[src/rtl/fetch_unit.sv]
// rtl/fetch_unit.sv - instruction fetch stage: PC, RAM boot window, stall/redirect, end-of-memory halt
module fetch_unit #(
    parameter int BOOT_CYCLES = 2,
    parameter bit WRAP_EN     = 1'b0
) (
    input  logic        CLK,
    input  logic        RESET,
    output logic [7:0]  IMEM_ADDR,
    output logic        IMEM_INIT,
    input  logic [15:0] IMEM_Q,
    input  logic        STALL,
    input  logic        REDIRECT,
    input  logic [7:0]  REDIRECT_PC,
    output logic [15:0] IF_INSTR,
    output logic [7:0]  IF_PC,
    output logic        IF_VALID,
    output logic        HALTED
);

    typedef enum logic [1:0] {
        S_BOOT = 2'd0,
        S_RUN  = 2'd1,
        S_HALT = 2'd2
    } state_t;

    // Last boot counter value; the edge that sees it leaves BOOT.
    localparam logic [3:0] BOOT_LAST = 4'(BOOT_CYCLES - 1);
    // Word index of byte address 8'hFE, the last instruction slot.
    localparam logic [6:0] LAST_WORD = 7'h7F;

    state_t      state;
    logic [3:0]  boot_cnt;
    // PC and IF_PC are kept as word indices so bit 0 of a byte address can never be set.
    logic [6:0]  pc_word;
    logic [6:0]  ifpc_word;
    logic [15:0] instr_q;
    logic        valid_q;
    logic        halted_q;
    logic        init_q;
    logic [6:0]  target_word;
    logic        unused_redirect_lsb;

    assign target_word         = REDIRECT_PC[7:1];
    assign unused_redirect_lsb = REDIRECT_PC[0];

    assign IMEM_ADDR = {pc_word, 1'b0};
    assign IMEM_INIT = init_q;
    assign IF_INSTR  = instr_q;
    assign IF_PC     = {ifpc_word, 1'b0};
    assign IF_VALID  = valid_q;
    assign HALTED    = halted_q;

    // Fetch FSM: boot window, then fetch with redirect > stall > advance priority.
    always_ff @(posedge CLK or negedge RESET) begin
        if (!RESET) begin
            state     <= S_BOOT;
            boot_cnt  <= 4'd0;
            pc_word   <= 7'd0;
            ifpc_word <= 7'd0;
            instr_q   <= 16'h0000;
            valid_q   <= 1'b0;
            halted_q  <= 1'b0;
            init_q    <= 1'b1;
        end else begin
            unique case (state)
                S_BOOT: begin
                    // RAM is loading; stall and redirect have nothing to act on yet.
                    boot_cnt <= boot_cnt + 4'd1;
                    if (boot_cnt == BOOT_LAST) begin
                        state  <= S_RUN;
                        init_q <= 1'b0;
                    end
                end
                S_RUN: begin
                    if (REDIRECT) begin
                        // Flush the word fetched down the wrong path; IF_PC keeps its last value.
                        pc_word <= target_word;
                        instr_q <= 16'h0000;
                        valid_q <= 1'b0;
                    end else if (!STALL) begin
                        instr_q   <= IMEM_Q;
                        ifpc_word <= pc_word;
                        valid_q   <= 1'b1;
                        if (pc_word == LAST_WORD && WRAP_EN == 1'b0) begin
                            // Word at 8'hFE is issued; PC parks there.
                            state    <= S_HALT;
                            halted_q <= 1'b1;
                        end else begin
                            pc_word <= pc_word + 7'd1;
                        end
                    end
                end
                S_HALT: begin
                    if (REDIRECT) begin
                        pc_word  <= target_word;
                        instr_q  <= 16'h0000;
                        valid_q  <= 1'b0;
                        halted_q <= 1'b0;
                        state    <= S_RUN;
                    end else if (!STALL) begin
                        // Decode has taken the last word; present NOPs from now on.
                        instr_q <= 16'h0000;
                        valid_q <= 1'b0;
                    end
                end
                default: begin
                    state <= S_BOOT;
                end
            endcase
        end
    end

endmodule

[config.mk]
export PLATFORM = sky130hd
export DESIGN_NAME = fetch_unit
export DESIGN_NICKNAME = d
export VERILOG_FILES = /design/src/rtl/fetch_unit.sv
export SDC_FILE = /design/constraint.sdc
export NUM_CORES = 1
export LEC_CHECK = 0
export CAP_MARGIN = 20
export CORE_MARGIN = 5
export CORE_UTILIZATION = 60
export CTS_CLUSTER_SIZE = 10
export DETAILED_ROUTE_END_ITERATION = 10
export DONT_BUFFER_PORTS = 1
export PLACE_DENSITY = 0.79
export SYNTH_ARGS = -nofsm -noshare
export SYNTH_HDL_FRONTEND = slang
export SYNTH_SLANG_ARGS = --single-unit
[constraint.sdc]
create_clock -name CLK -period 2.1 [get_ports CLK]
set_clock_uncertainty 0.1 [all_clocks]
set_input_delay 0.315 -clock CLK [delete_from_list [all_inputs] [get_ports CLK]]
set_output_delay 0.315 -clock CLK [all_outputs]
set_load 0.02 [all_outputs]
==> results.py <==
metrics = {
    "placed_design": {
        "dpl.hpwl_um": 2632,
        "globalplace.congestion": 0.7827,
        "placed_cell_area_um2": 1818,
        "io_buffers": 0,
    },
    "cts": {
        "ctsResizeCount": 0,
        "tritoncts": "built",
        "root_buffer": "clkbuf_4",
        "clock_latency_ns": 0.34,
        "numCtsBuffers": 5,
        "clockBufferDepth": 2,
        "h-tree-depth": 2,
        "cts_sinks": 39,
        "cts.reportedPaths.clkPinSlew_ns": 0.11,
    },
    "floorplan": {
        "coreArea_um2": 2978,
        "die_w_um": 65.01,
        "start_util_pct": 60.97,
        "rows": 20,
        "die_height_um": 65.01,
        "die-area_um2": 4226,
        "io_pins": 63,
    },
    "timing": {
        "slew_headroom_pct": 37.40,
        "period_needed_ns": 1.725,
        "finalSetupTns_ns": 0,
        "worst_pin_slew_ns": 0.9389,
        "drv_slew": 0,
        "fmax_mhz": 579.6,
        "rsz0062_at_grt": "no",
        "hold_viol": 0,
        "setup_viol_count_final": 0,
        "post-route-period-util_pct": 82.16,
    },
    "final_layout": {
        "final_common_cell": "dfrtp_1",
        "drive_gt1_share_pct": 17.11,
        "layout.cells.most_common_list": "dfrtp_1 (38), nand2_1 (32), o21ai_0 (17)",
        "num_antenna_cells": 0,
        "final.fill_count": 221,
        "fin_area_um2": 2074,
        "area_delta_synth_final_pct": 14.27,
        "nets": 217,
    },
    "routing": {
        "dr_wl_met2_um": 1986,
        "wl_um": 4007,
        "dr.pass1.iters": 5,
        "via_count": 1346,
        "highest_layer": "met4",
        "wl_met3_um": 383,
        "drc": 0,
        "postRouteAntennaNets": 0,
        "drt-vias-per-instance": 6.118,
        "avgRoutedWirePerCell_um": 18.21,
        "drt-met1-wl_um": 1547,
        "drt_iter0_drc": 75,
    },
    "run_status": {
        "status": "completed",
    },
    "synthesis": {
        "synthCells": 168,
        "yosysWarnings": 0,
        "yosysTopAreaCell": "dfrtp_1",
        "synth_area_um2": 1815,
        "avgSynthCellArea_um2": 10.81,
        "synth_top_area_share_pct": 52.38,
        "synthTopCellsByArea": "dfrtp_1 (52%), nand2_1 (6.6%), mux2_2 (5.0%)",
        "ys_seq_area_share_pct": 53.82,
        "synthDistinctLibCells": 41,
        "ys_ff_latch": 39,
    },
    "critical_path": {
        "rrSetupSlack_ns": 0.37,
        "cp_max_fo": 9,
        "arrival_ns": 1.85,
        "critPathRequiredTime_ns": 2.23,
        "end_kind": "flip-flop",
        "critPathKind": "reg2reg",
        "startpoint_type": "flip-flop",
    },
    "global_route": {
        "grt_pass1_wl_um": 6492,
        "grt_pass1_vias": 1387,
        "grt_remaining_overflow": 0,
        "grt_max_degree": 40,
        "antenna_found_initial": 0,
        "grtUsageTotal_pct": 20.39,
    },
    "power_and_ir_drop": {
        "ir_drop_mv": 0.6517,
        "power.switching_uw": 677.6,
        "switching_share_pct": 33.40,
        "p_int_mw": 1.351,
        "p_leak_nw": 0.9018,
        "p_comb_share_pct": 19.3,
        "p_seq_share_pct": 55.1,
        "clockPowerShare_pct": 25.7,
        "power_density_nw_per_um2": 978.0,
    },
    "worst_hold_path": {
        "holdCritPathClass": "in2reg",
    },
    "run": {
        "max-cap-violations": 0,
    },
}
## cells in the mapped netlist
library cell / n
nand4_1: 2
and2_4: 1
a22oi_1: 1
nor4_1: 3
nor2_1: 6
nand2b_1: 3
conb_1: 1
o21ai_2: 2
nand2_2: 1
nor2_2: 1
o2bb2ai_1: 2
nand2_1: 32
inv_1: 3
or2_2: 1
o31ai_2: 1
o21ai_0: 17
dfrtp_1: 38
clkbuf_1: 1
ha_1: 3
xnor2_1: 2
o31a_1: 1
buf_4: 2
nor3b_4: 1
o22a_1: 1
dfstp_2: 1
a221oi_1: 1
mux2i_1: 4
nor2b_1: 1
o221ai_1: 1
nor3_1: 2
nor3b_1: 1
o211ai_1: 2
mux2_2: 8
buf_2: 4
a21oi_1: 3
nand3_1: 3
nor2b_4: 1
xor2_1: 1
buf_6: 3
a22o_1: 5
xor2_2: 1
## final cells by class
type	count	area, µm²	share of cell area, %
well taps	33	41.29	1.990
repair buffers	20	200.2	9.650
inverters	3	11.26	0.5428
flip-flops and latches	39	977.2	47.10
multi-input cells	117	758.2	36.55
clock buffers	6	51.30	2.473
clock inverters	2	35.03	1.689
## through the flow
step | cells | hold slack (ns) | utilization, % | power (mW) | setup WS, ns
finish | 220 | 0.01494 | 69.66 | 2.029 | 0.3747
global route | 220 | 0.001313 | 69.66 | 2.154 | 0.2086
CTS | 218 | 0.001446 | 68.99 | 2.046 | 0.3532
detailed placement | 196 | -0.07966 | 61.05 | 1.482 | 0.3755
global placement | 196 | -0.07973 | 61.05 | 1.455 | 0.4350
floorplan | 169 | -0.08059 | - | 1.374 | 0.3922
## critical path: stages (launching register included)
cell and delay [ns]:
dfrtp_1 0.54, nor3b_4 0.29, nand2b_1 0.28, o221ai_1 0.30, o31ai_2 0.11
## path summary, 6_finish.rpt
| check | from | to | depth (start not counted) |
|---|---|---|---|
| max | state[0] | pc_word[0] | 4 |
| min | IMEM_Q[14] | IF_INSTR[14] | 2 |
| max reg2reg | state[0] | pc_word[0] | 4 |
| min reg2reg | boot_cnt[2] | boot_cnt[2] | 1 |
| max in group asynchronous | RESET | IMEM_INIT | 2 |
| min in group asynchronous | RESET | boot_cnt[3] | 2 |
## layer usage
layer | up-vias | track usage (%)
met5 | - | 0
met3 | 9 | 6.239
met2 | 66 | 35.63
met1 | 655 | 22.79
met4 | 0 | 8.707
li1 | 616 | -
## timing repair
action | CTS | global route
hold endpoints to repair | 51 | 2
buffers inserted | 0 | 0
hold buffers | 14 | 2
## cell families after synthesis
| kind of cell | after synthesis | synth area share, % |
|---|---|---|
| XOR/XNOR | 4 | 2.344 |
| other | 1 | 0.2066 |
| flip-flops | 39 | 53.83 |
| AND/OR/NAND/NOR | 59 | 16.06 |
| adder cells (fa/ha/maj) | 3 | 2.068 |
| multiplexers | 12 | 7.168 |
| AO/OA/AOI/OAI | 37 | 13.71 |
| buffers and inverters | 13 | 4.617 |
## power groups by stage
stage	sequential [mW]	clock (mW)	combinational, mW
detailed placement	1.13	0	0.348
global placement	1.13	0	0.328
CTS	1.12	0.537	0.390
finish	1.12	0.521	0.391
global route	1.14	0.578	0.437
floorplan	1.14	0	0.238
## sequential cells by signal, indices dropped and copies added (netlist names)
signal     cells
IMEM_INIT      1
ifpc_word      7
boot_cnt       4
IF_VALID       1
IF_INSTR      16
pc_word        7
HALTED         1
state          2
Note: power is estimated with default switching activity, not from simulation.
==> patch (same settings) <==
Set the parameter `WRAP_EN` to 1'b1 (it was 1'b0).
--- a/src/rtl/fetch_unit.sv
+++ b/src/rtl/fetch_unit.sv
@@ -2,5 +2,5 @@
 module fetch_unit #(
     parameter int BOOT_CYCLES = 2,
-    parameter bit WRAP_EN     = 1'b0
+    parameter bit WRAP_EN     = 1'b1
 ) (
     input  logic        CLK,
Behaviour: not the same (a bounded check fails within 10 cycles, from zero or initial values and one cycle with RESET low).
==> patch against the original RTL <==
  * Die area shrank 9.9%
  * Design area is 9.4% lower
  * Synthesized area is 12% lower
  * Worst setup slack improved by 0.21 ns
  * Routed wire length fell by 17%
  * Utilization is 4.8 points higher
  * Sequential cell count fell by 2
  * Critical path type unchanged
  * Largest cell class unchanged
  * Highest routed layer unchanged
Power is not compared: it rests on default switching activity, and its combinational part moved more than twofold at a synthesized area within 25%.
==> patch: results (changes against the original RTL) <==
- The portion of netlist area occupied by mux cells was 0.0749 (+0.00321).
- Final WL: 3.32 mm (-17%)
- The count of routing violations after the opening detailed-route iteration is 44 (-41%).
- Number of H-tree branching levels: 2 (unchanged)
* Share of async-settable or async-resettable flops after synthesis: 1.00 (unchanged)
- The via count of the first global-routing pass was 1115 (-20%).
- The cell sitting at the root of the clock tree is a sky130_fd_sc_hd__clkbuf_4.
- Maximum number of pins on one net before global-route repair: 38 (-5.0%)
* # fillers: 176 (-20%)
- The compound-gate portion of the synthesized area was 0.161 (+0.0235).
- STA classifies the critical path endpoint as a flip-flop.
* Worst Hold Slack: 0.0299 ns (+0.0149 ns)
- Amount of wire on met3 after detailed routing: 380 µm (-0.78%)
- Seq/Total Area, Yosys: 0.578 (+0.0398)
* Standby leakage power: ~0.88 nW
* Clk buf depth: 2 (unchanged)
- The run finished with clean final reports.
- The initial antenna violation count came to 0 (unchanged).
* Nets: 178 (-18%)
* Number of I/O port buffers: 0 (unchanged)
* Arithmetic-cell share of the synthesized area counting full adders, half adders and majority gates: 0.0234 (+0.00273)
* Largest driver fanout on the critical path: 7 (-2)
- The weighted congestion at the end of routability-driven global placement was 0.760 (-3.0%).
- Setup crit start: pc_word[0]$_DFFE_PN0P_
- Leading cell types by count after synthesis: sky130_fd_sc_hd__dfrtp_1 (36), sky130_fd_sc_hd__a22o_1 (16), sky130_fd_sc_hd__nand2_1 (6), sky130_fd_sc_hd__nor2_1 (6), sky130_fd_sc_hd__o21ai_0 (6)
- Worst min-delay path endpoint: pc_word[4]$_DFFE_PN0P_
- Largest vdd supply drop: roughly 0.77 mV
* Worst hold path depth: 2 (unchanged)
* Worst-case register-to-register setup slack: 0.59 ns (+0.21 ns)
* Hold Crit Start: REDIRECT
* Fraction of final layout cells sized beyond drive strength 1: 0.149 (-0.0225)
* M1 WL: 1.30 mm (-16%)
* Hold Path Class: input pin to flip-flop
* Yosys cell types: 35 (-15%)
- The antenna diode count came to 0 (unchanged).
- Worst r2r path cells: 5 (+1)
- The data arrival time of the worst path is 1.64 ns (-0.21 ns).
* Yosys warning total: 0 (unchanged)
- The global-route usage over all layers is 0.190 (-0.0135).
- The number of CTS-inserted buffers came to 5 (unchanged).
- The detailed-route vias per instance was 5.99 (-2.1%).
* Highest routing layer actually used: met4
- Critical R2R Capture: pc_word[4]$_DFFE_PN0P_
- Xor and xnor fraction of the mapped netlist area: 0.0164 (-0.00705)
- The first-pass GRT wire length came to 5.15 mm (-21%).
* Clk_lat worst skew: 0.34 ns (about the same)
- Ranked by total cell area, the synthesized netlist is headed by sky130_fd_sc_hd__dfrtp_1 (56%), sky130_fd_sc_hd__a22o_1 (8.7%), sky130_fd_sc_hd__mux2_2 (2.8%).
* Clock transition at the registers of the reported paths: about 0.10 ns
* Post-detail-place hpwl: 2.17 mm (-18%)
- The total length of routed met2 wires is 1.62 mm (-18%).
- The number of iterations in the first detailed-routing pass was 4 (-1).
- The number of flip-flops in the largest register was 16 (unchanged).
- The number of buffers added for setup after CTS came to 0 (unchanged).
patch: power by group:
part | switching, mW | internal, mW | total, mW | leakage, nW
registers | 0.161 | 0.780 | 0.941 | 0.456
logic | 0.0762 | 0.102 | 0.178 | 0.379
clock network | 0.232 | 0.283 | 0.515 | 0.0445
total | 0.470 | 1.16 | 1.63 | 0.880
patch: final cells by class:
cell class	count	area [µm²]	area share
clock buffer	6	51.3	0.0273
clock inverter	2	37.5	0.0200
inverter	3	13.8	0.00732
multi-input combinational	78	587	0.312
sequential	37	927	0.493
tap	30	37.5	0.0200
timing repair buffer	22	225	0.120
patch: routing by layer:
layer / track usage / up-vias
met2: 0.321 / 46
met1: 0.215 / 522
met5: 0 / -
li1: - / 496
met3: 0.0971 / 2
met4: 0.0455 / 0
patch: kinds of logic after synthesis:
group | Yosys count
flops | 37
compound gates | 35
buf+inv | 14
simple gates | 24
other cells | 1
fa+ha+maj | 3
xor+xnor | 3
mux | 10
patch: worst max-delay path, cell delays in order (launching register included):
cell and delay, ns:
sky130_fd_sc_hd__dfrtp_1 0.56, sky130_fd_sc_hd__ha_1 0.28, sky130_fd_sc_hd__and4b_1 0.22, sky130_fd_sc_hd__nand3_1 0.07, sky130_fd_sc_hd__o21ai_0 0.10, sky130_fd_sc_hd__a21oi_1 0.08
patch: through the flow:
stage,cells,area [µm²],utilization,power (mW),setup slack [ns]
after floorplan,129,1610,-,1.06,0.699
final,178,1880,0.745,1.63,0.589
after detailed placement,150,1580,0.626,1.09,0.609
after global routing,178,1880,0.745,1.72,0.474
after CTS,176,1860,0.737,1.65,0.585
after global placement,150,1580,0.626,1.08,0.618
patch: what timing repair did:
action | in CTS | in global routing
resized for setup | 0 | 0
hold buffers | 18 | 2
hold endpoints to repair | 52 | 2
